==> src/rtl/input_debouncer.sv <==
// input_debouncer: two independent debounce channels (A, B) for raw, bouncing
// asynchronous inputs. Each channel has a 2-flop synchronizer followed by a
// 4-state FSM with a stability counter. A shared one-cycle pulse flags any
// change of either debounced output.
module input_debouncer #(
  parameter int unsigned STABLE_CYCLES = 4
) (
  input  logic clk_i,
  input  logic rst_ni,
  input  logic a_i,
  input  logic b_i,
  output logic a_o,
  output logic b_o,
  output logic changed_o
);

  localparam int unsigned      CNT_W    = $clog2(STABLE_CYCLES + 1);
  localparam logic [CNT_W-1:0] CNT_LAST = CNT_W'(STABLE_CYCLES - 1);
  localparam logic [CNT_W-1:0] CNT_ONE  = CNT_W'(1);

  // Bit 1 of the encoding is the debounced level, so the output comes straight
  // from a state flop with no decode logic in front of it.
  typedef enum logic [1:0] {
    S_LOW  = 2'b00,
    W_HIGH = 2'b01,
    S_HIGH = 2'b11,
    W_LOW  = 2'b10
  } state_t;

  logic [1:0] raw;
  logic [1:0] level_cur;
  logic [1:0] level_next;
  logic       changed_reg;

  assign raw = {b_i, a_i};

  genvar gi;
  generate
    for (gi = 0; gi < 2; gi++) begin : g_chan
      logic             meta_reg;
      logic             sync_reg;
      state_t           state_reg;
      state_t           state_next;
      logic [CNT_W-1:0] cnt_reg;
      logic [CNT_W-1:0] cnt_next;

      // Two-flop synchronizer; only sync_reg is used downstream.
      always_ff @(posedge clk_i or negedge rst_ni) begin
        if (!rst_ni) begin
          meta_reg <= 1'b0;
          sync_reg <= 1'b0;
        end else begin
          meta_reg <= raw[gi];
          sync_reg <= meta_reg;
        end
      end

      // Channel state and stability counter registers.
      always_ff @(posedge clk_i or negedge rst_ni) begin
        if (!rst_ni) begin
          state_reg <= S_LOW;
          cnt_reg   <= '0;
        end else begin
          state_reg <= state_next;
          cnt_reg   <= cnt_next;
        end
      end

      // Next-state logic: a new level must be seen STABLE_CYCLES times in a
      // row; any sample of the old level drops back and restarts the count.
      always_comb begin
        state_next = state_reg;
        cnt_next   = cnt_reg;
        unique case (state_reg)
          S_LOW: begin
            if (sync_reg) begin
              if (STABLE_CYCLES == 1) begin
                state_next = S_HIGH;
                cnt_next   = '0;
              end else begin
                state_next = W_HIGH;
                cnt_next   = CNT_ONE;
              end
            end else begin
              cnt_next = '0;
            end
          end
          W_HIGH: begin
            if (!sync_reg) begin
              state_next = S_LOW;
              cnt_next   = '0;
            end else if (cnt_reg == CNT_LAST) begin
              state_next = S_HIGH;
              cnt_next   = '0;
            end else begin
              cnt_next = cnt_reg + CNT_ONE;
            end
          end
          S_HIGH: begin
            if (!sync_reg) begin
              if (STABLE_CYCLES == 1) begin
                state_next = S_LOW;
                cnt_next   = '0;
              end else begin
                state_next = W_LOW;
                cnt_next   = CNT_ONE;
              end
            end else begin
              cnt_next = '0;
            end
          end
          W_LOW: begin
            if (sync_reg) begin
              state_next = S_HIGH;
              cnt_next   = '0;
            end else if (cnt_reg == CNT_LAST) begin
              state_next = S_LOW;
              cnt_next   = '0;
            end else begin
              cnt_next = cnt_reg + CNT_ONE;
            end
          end
          default: begin
            state_next = S_LOW;
            cnt_next   = '0;
          end
        endcase
      end

      assign level_cur[gi]  = state_reg[1];
      assign level_next[gi] = state_next[1];
    end
  endgenerate

  // Change pulse is registered from the next-state levels so it is high in
  // exactly the cycle where a_o/b_o first show their new value.
  always_ff @(posedge clk_i or negedge rst_ni) begin
    if (!rst_ni) begin
      changed_reg <= 1'b0;
    end else begin
      changed_reg <= |(level_next ^ level_cur);
    end
  end

  assign a_o       = level_cur[0];
  assign b_o       = level_cur[1];
  assign changed_o = changed_reg;

endmodule

==> config.mk <==
export PLATFORM = sky130hd
export DESIGN_NAME = input_debouncer
export DESIGN_NICKNAME = d
export VERILOG_FILES = /design/src/rtl/input_debouncer.sv
export SDC_FILE = /design/constraint.sdc
export NUM_CORES = 1
export LEC_CHECK = 0
export ABC_AREA = 0
export CAP_MARGIN = 20
export CORE_ASPECT_RATIO = 0.75
export CORE_MARGIN = 8
export CORE_UTILIZATION = 30
export DETAILED_ROUTE_END_ITERATION = 8
export DONT_BUFFER_PORTS = 1
export GPL_TIMING_DRIVEN = 0
export MAX_ROUTING_LAYER = met4
export PLACE_DENSITY = 0.53
export SYNTH_ARGS = -nofsm -noshare
export SYNTH_HDL_FRONTEND = slang
export SYNTH_SLANG_ARGS = --single-unit
==> constraint.sdc <==
create_clock -name clk_i -period 1.4 [get_ports clk_i]
set_input_delay 0.28 -clock clk_i [delete_from_list [all_inputs] [get_ports clk_i]]
set_output_delay 0.28 -clock clk_i [all_outputs]
set_load 0.02 [all_outputs]
* After elaboration in Yosys (flattened, before gate mapping)
Index checks and enable logic that the tools add are counted. Widths: inputs -> output; s select.
Word-level totals: flip-flop bits (word level) 15, bits of input ports 4
Cells by class: add/sub/neg operators 2, equal/unequal tests 16, mux-type cells 26, bitwise operators 1, reduce and logical (&&, ||, !) cells 5
Operators by type and width (number):
- $mux 2 | 12
- $pmux 3 s4 | 2
- $mux 3 | 6
- $pmux 2 s4 | 2
- $ne 3x3->1 const B | 4
- $eq 2x2->1 const B | 4
- $ne 2x2->1 const B | 4
- $reduce_and 4->1 | 2
- $add 3x1->3 const B | 2
- $eq 3x2->1 const B | 2
- $eq 2x1->1 const B | 2
- $logic_not 2->1 | 2
- $mux 1 | 4
- $reduce_or 2->1 | 1
- $xor 2x2->2 | 1

* Depth between registers and ports, before layout
Gate-level depths: netlist (run 1).
word-level depth 6, depth in mapped cells 4, depth with buffers taken out 4

* Least setup slack after synthesis (run 1)
Ideal clock, no wire load.
kind register -> register, from register g_chan[1].state_reg[1], to register changed_reg, in the netlist changed_o, arrival 942 ps, required time 1266 ps, setup slack 324 ps, cell stages (with the launch flop) 4, buffers on the path 0, period minus slack after synthesis 1076 ps, path through dfrtp_1 > and3b_1 > a21oi_2 > o22ai_1
Between the ends: word-level cells in the longest chain between the ends 5, elaborated cells on any way between the ends 13
Ends and longest elaborated chain:
- start, declared | RTL line 42 | state_t state_reg;
- start signal, assigned | RTL line 64 | state_reg <= state_next;
- $mux 2, on equally long branches | RTL line 116, 92
- $mux 2, on equally long branches | RTL line 113, 89
- $pmux 2 s4 | RTL line 74 | unique case (state_reg)
- $xor 2x2->2 * | RTL line 141 | changed_reg <= |(level_next ^ level_cur);
- $reduce_or 2->1 * | RTL line 141
- end signal, assigned | RTL line 141
- end, declared | RTL line 33 | logic changed_reg;
Mark *: on every way between the ends. The rest lies on a longest branch, timed or not. The select of a mux whose other input is x is not followed. A chain may end at the register's enable or synchronous reset.

* Worst setup path after layout (run 1)
Same ends and word-level chain as after synthesis.

==> results_dict.tcl, run 1 <==
set metrics [dict create \
    status "finished clean" \
    period_share_pct 83.79 \
    setup_viol 0 \
    max_clock_freq_ghz 0.8525 \
    worst_slew_pin_slew_ns 0.6522 \
    ys.flop_type "dfrtp_1" \
    rsz0062_at_grt "false" \
    clk-insertion-delay-late_ns 0.28 \
    clock_skew_ns 0.006239 \
    cp_top_family "flip-flops" \
    synthMuxAreaShare_pct 0 \
    fin_nets 68 \
    path_depth 3 \
    drc_errors 0 \
    drt_first_pass_iters 3 \
    synth-edff-count 0 \
    finalPower_mw 0.7743 \
    grt_pass1_wl_mm 1.690 \
    power.density_mw_per_mm2 1101 \
    min_period_ns 1.173 \
    p_seq_share_pct 61.0 \
    die_area_mm2 0.003772 \
    ff2ff_path_depth 3 \
    ys_warn_count 0 \
    yosys.area_share.simple_pct 16.06 \
    crit_path_cell_trace "and3b_1, a21oi_2, o22ai_1" \
    postLayoutCellArea_um2 703.2 \
    dp_slack_ns 0.2257 \
    routed_wl_um 918 \
    maxSlewHeadroom_pct 56.38 \
    ys_ff_latch 15 \
    start_util_pct 31.10 \
    num-fill-cells 198 \
    grt_pass1_vias 403 \
    synth_top_family_by_area "simple AND/OR/NAND/NOR gates" \
    cpPeakStageDelay_ns 0.55 \
    whs_path_depth 0 \
    vias 385 \
    die_h_um 55.23 \
    antennaDiodeCount 0 \
    critPathLaunchType "flip-flop" \
    grt.total_usage_pct 6.119 \
    yosysTopAreaCellShare_pct 60.98 \
    switching_power_mw 0.1875 \
    setup-tns-final_ns 0 \
    syn_area_um2 615.6 \
    hpwl_um 673.3 \
    switching_share_pct 24.21 \
    multi_input_area_um2 221.5 \
    io_pins 7 \
    port_buffers 0 \
    comb_power_share_pct 7.7 \
    max_cap_violations 0 \
    peakVddDrop_mv 0.6848 \
    criticalPathCategory "reg -> reg" \
    area.sequential_um2 375.4 \
    p_int_mw 0.5868 \
    grt-ovfl-total 0 \
    drive_gt1_share_pct 13.11 \
    synth_compound_area_share_pct 15.85 \
    placed_cell_area_um2 645.6 \
    cts_buffers 3 \
    yosysTopAreaCell "dfrtp_1" \
    leakage_nw 0.3205 \
    drtAntennaViolNets 0 \
    antenna_found_initial 0 \
    drv_slew 0 \
    path_buf_inv 0 \
    ys_seq_area_share_pct 60.98 \
    drt_iter0_markers 5 \
    timing.hold.ws_ns 0.3564 \
    instances_no_fill 85 \
    cts_resized 0 \
    synth.most_common_cell "dfrtp_1" \
    synth_common_cells "dfrtp_1, nor2_1, o21ai_0" \
    hold_path.class "reg -> reg" \
    critPathArrivalTime_ns 1.33 \
    syn_inst 54 \
    avgSynthCellArea_um2 11.40 \
    utilization_pct 35.52 \
    ys_async_sr_fraction_pct 100.0 \
    place.gp.congestion 0.6850 \
    synthXorXnorAreaFrac_pct 0 \
    clock-root-buffer "clkbuf_4" \
    cp-end-kind "flip-flop" \
    slowest_stage "dfrtp_1" \
    synth_nets 60 \
    largest_reg_flops 6 \
    rows 14 \
    wl_per_cell_um 10.80 \
    cts_buffer_depth 2 \
    htreeDepth 1 \
    synth_adder_area_share_pct 4.065 \
    cts.clk_slew.worst_paths_ns 0.09 \
    setup_ws_ns 0.2269 \
    core_mm2 0.001979 \
    post_synth_num_cell_types 21 \
    cts_tree "built" \
    areaGrowthSynthToFinish_pct 14.23 \
    grt_max_degree 16 \
    crit_required_ns 1.56 \
    critPathMaxFanout 7 \
    via_per_inst 4.529 \
    final-hold-violation-count 0 \
    clkSinkCount 15 \
    dp.cells 78 \
    ys_top_cells_by_area "dfrtp_1, ha_1, o21ai_0" \
    p_clk_share_pct 31.3 \
    die_w_um 68.31 \
]
[power by group through the flow]
stage	Combinational [mW]	Sequential (mW)	Clock (mW)
3_5_place_dp	0.0461	0.482	0
2_1_floorplan	0.0400	0.477	0
6_report	0.0593	0.472	0.243
4_1_cts	0.0613	0.473	0.258
5_1_grt	0.0710	0.477	0.276
3_3_place_gp	0.0450	0.482	0
[cell type report]
type | count | area share, %
buffer | 2 | 1.068
clock buffer | 3 | 3.203
clock inverter | 1 | 0.7117
inverter | 3 | 1.601
multi-input combinational | 34 | 31.49
sequential | 15 | 53.38
tap | 24 | 4.270
timing repair buffer | 3 | 4.270
[cells in the final DEF, fill, tap and decap left out]
cell type	count
clkbuf_1	2
a21oi_1	3
dlygate4sd3_1	3
o2bb2ai_1	1
and3b_1	1
dfrtp_1	15
ha_1	2
o21bai_1	1
a21oi_2	1
clkbuf_4	3
o21ai_1	2
a22oi_2	1
clkinv_2	1
nor2_1	5
nand2b_1	2
nor2b_1	3
nor3b_1	1
nor3b_2	1
inv_1	3
o22ai_1	1
nor2b_2	1
o21ai_0	4
nand2_1	3
a22o_1	1
[path summary, 6_finish.rpt]
check | start | endpoint | slack, ns
worst max-delay path | g_chan[1].state_reg[1] | changed_o | 0.23
worst min-delay path | g_chan[0].meta_reg | g_chan[0].sync_reg | 0.36
worst max register to register | g_chan[1].state_reg[1] | changed_o | 0.23
max in group asynchronous | rst_ni | g_chan[0].cnt_reg[0] | 0.52
min in group asynchronous | rst_ni | g_chan[0].state_reg[1] | 0.46
worst min register to register | g_chan[0].meta_reg | g_chan[0].sync_reg | 0.36
[metal layers]
layer	vias up	routed length, um	track usage (%)
met4	0	27	4.373
met1	179	433	7.084
met2	8	404	7.754
li1	196	-	-
met5	-	0	-
met3	2	53	3.219
[what timing repair did]
| action | 4_1_cts | 5_1_grt |
|---|---|---|
| endpoints found under the hold margin | 17 | 0 |
| hold buffers | 3 | 0 |
| setup buffers | 0 | 0 |
[kinds of logic after synthesis]
family | after synthesis
flip-flops | 15
buffers and inverters | 5
AND/OR/NAND/NOR | 17
adder cells (fa/ha/maj) | 2
AO/OA/AOI/OAI | 15
[worst register-to-register path, stage by stage (launching register included)]
cell     delay, ns
dfrtp_1       0.55
and3b_1       0.23
a21oi_2       0.16
o22ai_1       0.11
Note: power is estimated with default switching activity, not from simulation.
==> inputs of run 2 (changes only) <==
Clock period 1.4 ns to 1.2 ns, I/O delays scaled along.
==> run 2 against run 1 <==
Effect of this change: wire length increased by 1.4%; sequential power rose by 17%; cell count did not move; first-iteration DRC count up 80%; register-to-register slack worse by 0.16 ns; maximum frequency is 3.9% higher; largest cell class unchanged; largest power group unchanged.
==> results_dict.tcl, run 2 (synthesis gave the netlist of run 1 again) <==
set metrics [dict create \
    status "finished clean" \
    grt_pass1_wl_mm 1.690 \
    hpwl_um 673.3 \
    core_mm2 0.001979 \
    grt-ovfl-total 0 \
    drv_slew 0 \
    cts.clk_slew.worst_paths_ns 0.09 \
    rsz0062_at_grt "false" \
    crit_required_ns 1.37 \
    wl_per_cell_um 10.95 \
    path_depth 4 \
    critPathLaunchType "flip-flop" \
    period_share_pct 94.12 \
    vias 384 \
    placed_cell_area_um2 645.6 \
    layout_commonest_cell "dfrtp_1" \
    postLayoutCellArea_um2 715.7 \
    min_period_ns 1.129 \
    grt_max_degree 16 \
    critPathArrivalTime_ns 1.30 \
    die_w_um 68.31 \
    max_cap_violations 0 \
    clock-root-buffer "clkbuf_4" \
    cp-end-kind "flip-flop" \
    cts_tree "built" \
    drc_errors 0 \
    drt_iter0_markers 9 \
    leakage_nw 0.3182 \
    cpPeakStageDelay_ns 0.39 \
    grt.total_usage_pct 6.119 \
    fin_nets 68 \
    critPathMaxFanout 3 \
    crit_path_cell_trace "ha_2, nor2b_4, o21bai_1, a22o_1" \
    mostFrequentLayoutCells "dfrtp_1, nor2_1, o21ai_1" \
    worst_slew_pin_slew_ns 0.6573 \
    drt_first_pass_iters 3 \
    port_buffers 0 \
    grt_pass1_vias 403 \
    path_buf_inv 0 \
    start_util_pct 31.10 \
    maxSlewHeadroom_pct 56.04 \
    slowest_stage "dfrtp_1" \
    cts_buffers 3 \
    place.gp.congestion 0.6850 \
    hold_path.class "reg -> reg" \
    die_area_mm2 0.003772 \
    routed_wl_um 931 \
    io_pins 7 \
    cp_top_family "flip-flops" \
    final-hold-violation-count 0 \
    ff2ff_path_depth 4 \
    largest_reg_flops 6 \
    criticalPathCategory "reg -> reg" \
    via_per_inst 4.518 \
    whs_path_depth 0 \
    setup_viol 0 \
    setup-tns-final_ns 0 \
    peakVddDrop_mv 0.7991 \
    max_clock_freq_ghz 0.8854 \
    finalPower_mw 0.9054 \
    clk-insertion-delay-late_ns 0.28 \
    drive_gt1_share_pct 19.67 \
    die_h_um 55.23 \
    rows 14 \
    antennaDiodeCount 0 \
    areaGrowthSynthToFinish_pct 16.26 \
    power.density_mw_per_mm2 1265 \
    htreeDepth 1 \
    antenna_found_initial 0 \
    clkSinkCount 15 \
    clock_skew_ns 0.007573 \
    cts_buffer_depth 2 \
    drtAntennaViolNets 0 \
]
==> run 2: changes by cell type in the layout (fill, tap and decap cells not counted) <==
cell | before | now
nor2b_4 | 0 | 1
ha_2 | 0 | 1
o21ai_0 | 4 | 2
ha_1 | 2 | 1
dfrtp_1 | 15 | 13
nor2b_1 | 3 | 2
dfrtp_2 | 0 | 2
o21ai_1 | 2 | 4
==> run 2: worst paths after layout <==
check                                startpoint                endpoint  slack, ns
hold / removal               g_chan[0].meta_reg      g_chan[0].sync_reg       0.36
max in group asynchronous                rst_ni  g_chan[1].state_reg[1]       0.32
min in group asynchronous                rst_ni  g_chan[0].state_reg[0]       0.42
setup reg to reg           g_chan[1].cnt_reg[0]    g_chan[1].cnt_reg[0]       0.07
setup / recovery           g_chan[1].cnt_reg[0]    g_chan[1].cnt_reg[0]       0.07
hold reg to reg              g_chan[0].meta_reg      g_chan[0].sync_reg       0.36
==> run 2: through the flow <==
stage | hold slack, ns | setup slack [ns] | std cells | utilization [%]
floorplan | -0.05559 | 0.1236 | 54 | -
global placement | -0.05520 | 0.03969 | 78 | 32.62
detailed placement | -0.05519 | 0.02574 | 78 | 32.62
CTS | 0.3598 | 0.009984 | 85 | 35.52
global route | 0.3629 | 0.001598 | 85 | 36.16
finish | 0.3564 | 0.07053 | 85 | 36.16
==> run 2: layout make-up <==
class / count / area, um2
buffer: 2 / 7.507
clock buffer: 3 / 22.52
clock inverter: 1 / 5.005
fill: 201 / 1264
inverter: 3 / 11.26
multi-input combinational: 34 / 231.5
sequential: 15 / 377.9
tap: 24 / 30.03
timing repair buffer: 3 / 30.03
==> run 2: layer usage <==
layer | global-route usage [%] | routed length (um)
met2 | 7.754 | 406
met3 | 3.219 | 53
met5 | - | 0
met4 | 4.373 | 27
met1 | 7.084 | 443
==> run 2: worst register-to-register path, stage by stage, from the launching register on <==
cell and delay, ns:
dfrtp_1 0.39, ha_2 0.21, nor2b_4 0.16, o21bai_1 0.07, a22o_1 0.20
==> run 2: repair_timing <==
action	in CTS	in global routing
buffers inserted	0	0
hold endpoints to repair	17	0
resized for setup	0	7
hold buffers	3	0
endpoints found under the setup margin	0	3
==> run 2: where the power goes <==
group	switching [mW]	leakage [nW]	internal, mW
registers	0.0231	0.180	0.529
clock network	0.158	0.0177	0.124
logic	0.0375	0.120	0.0344
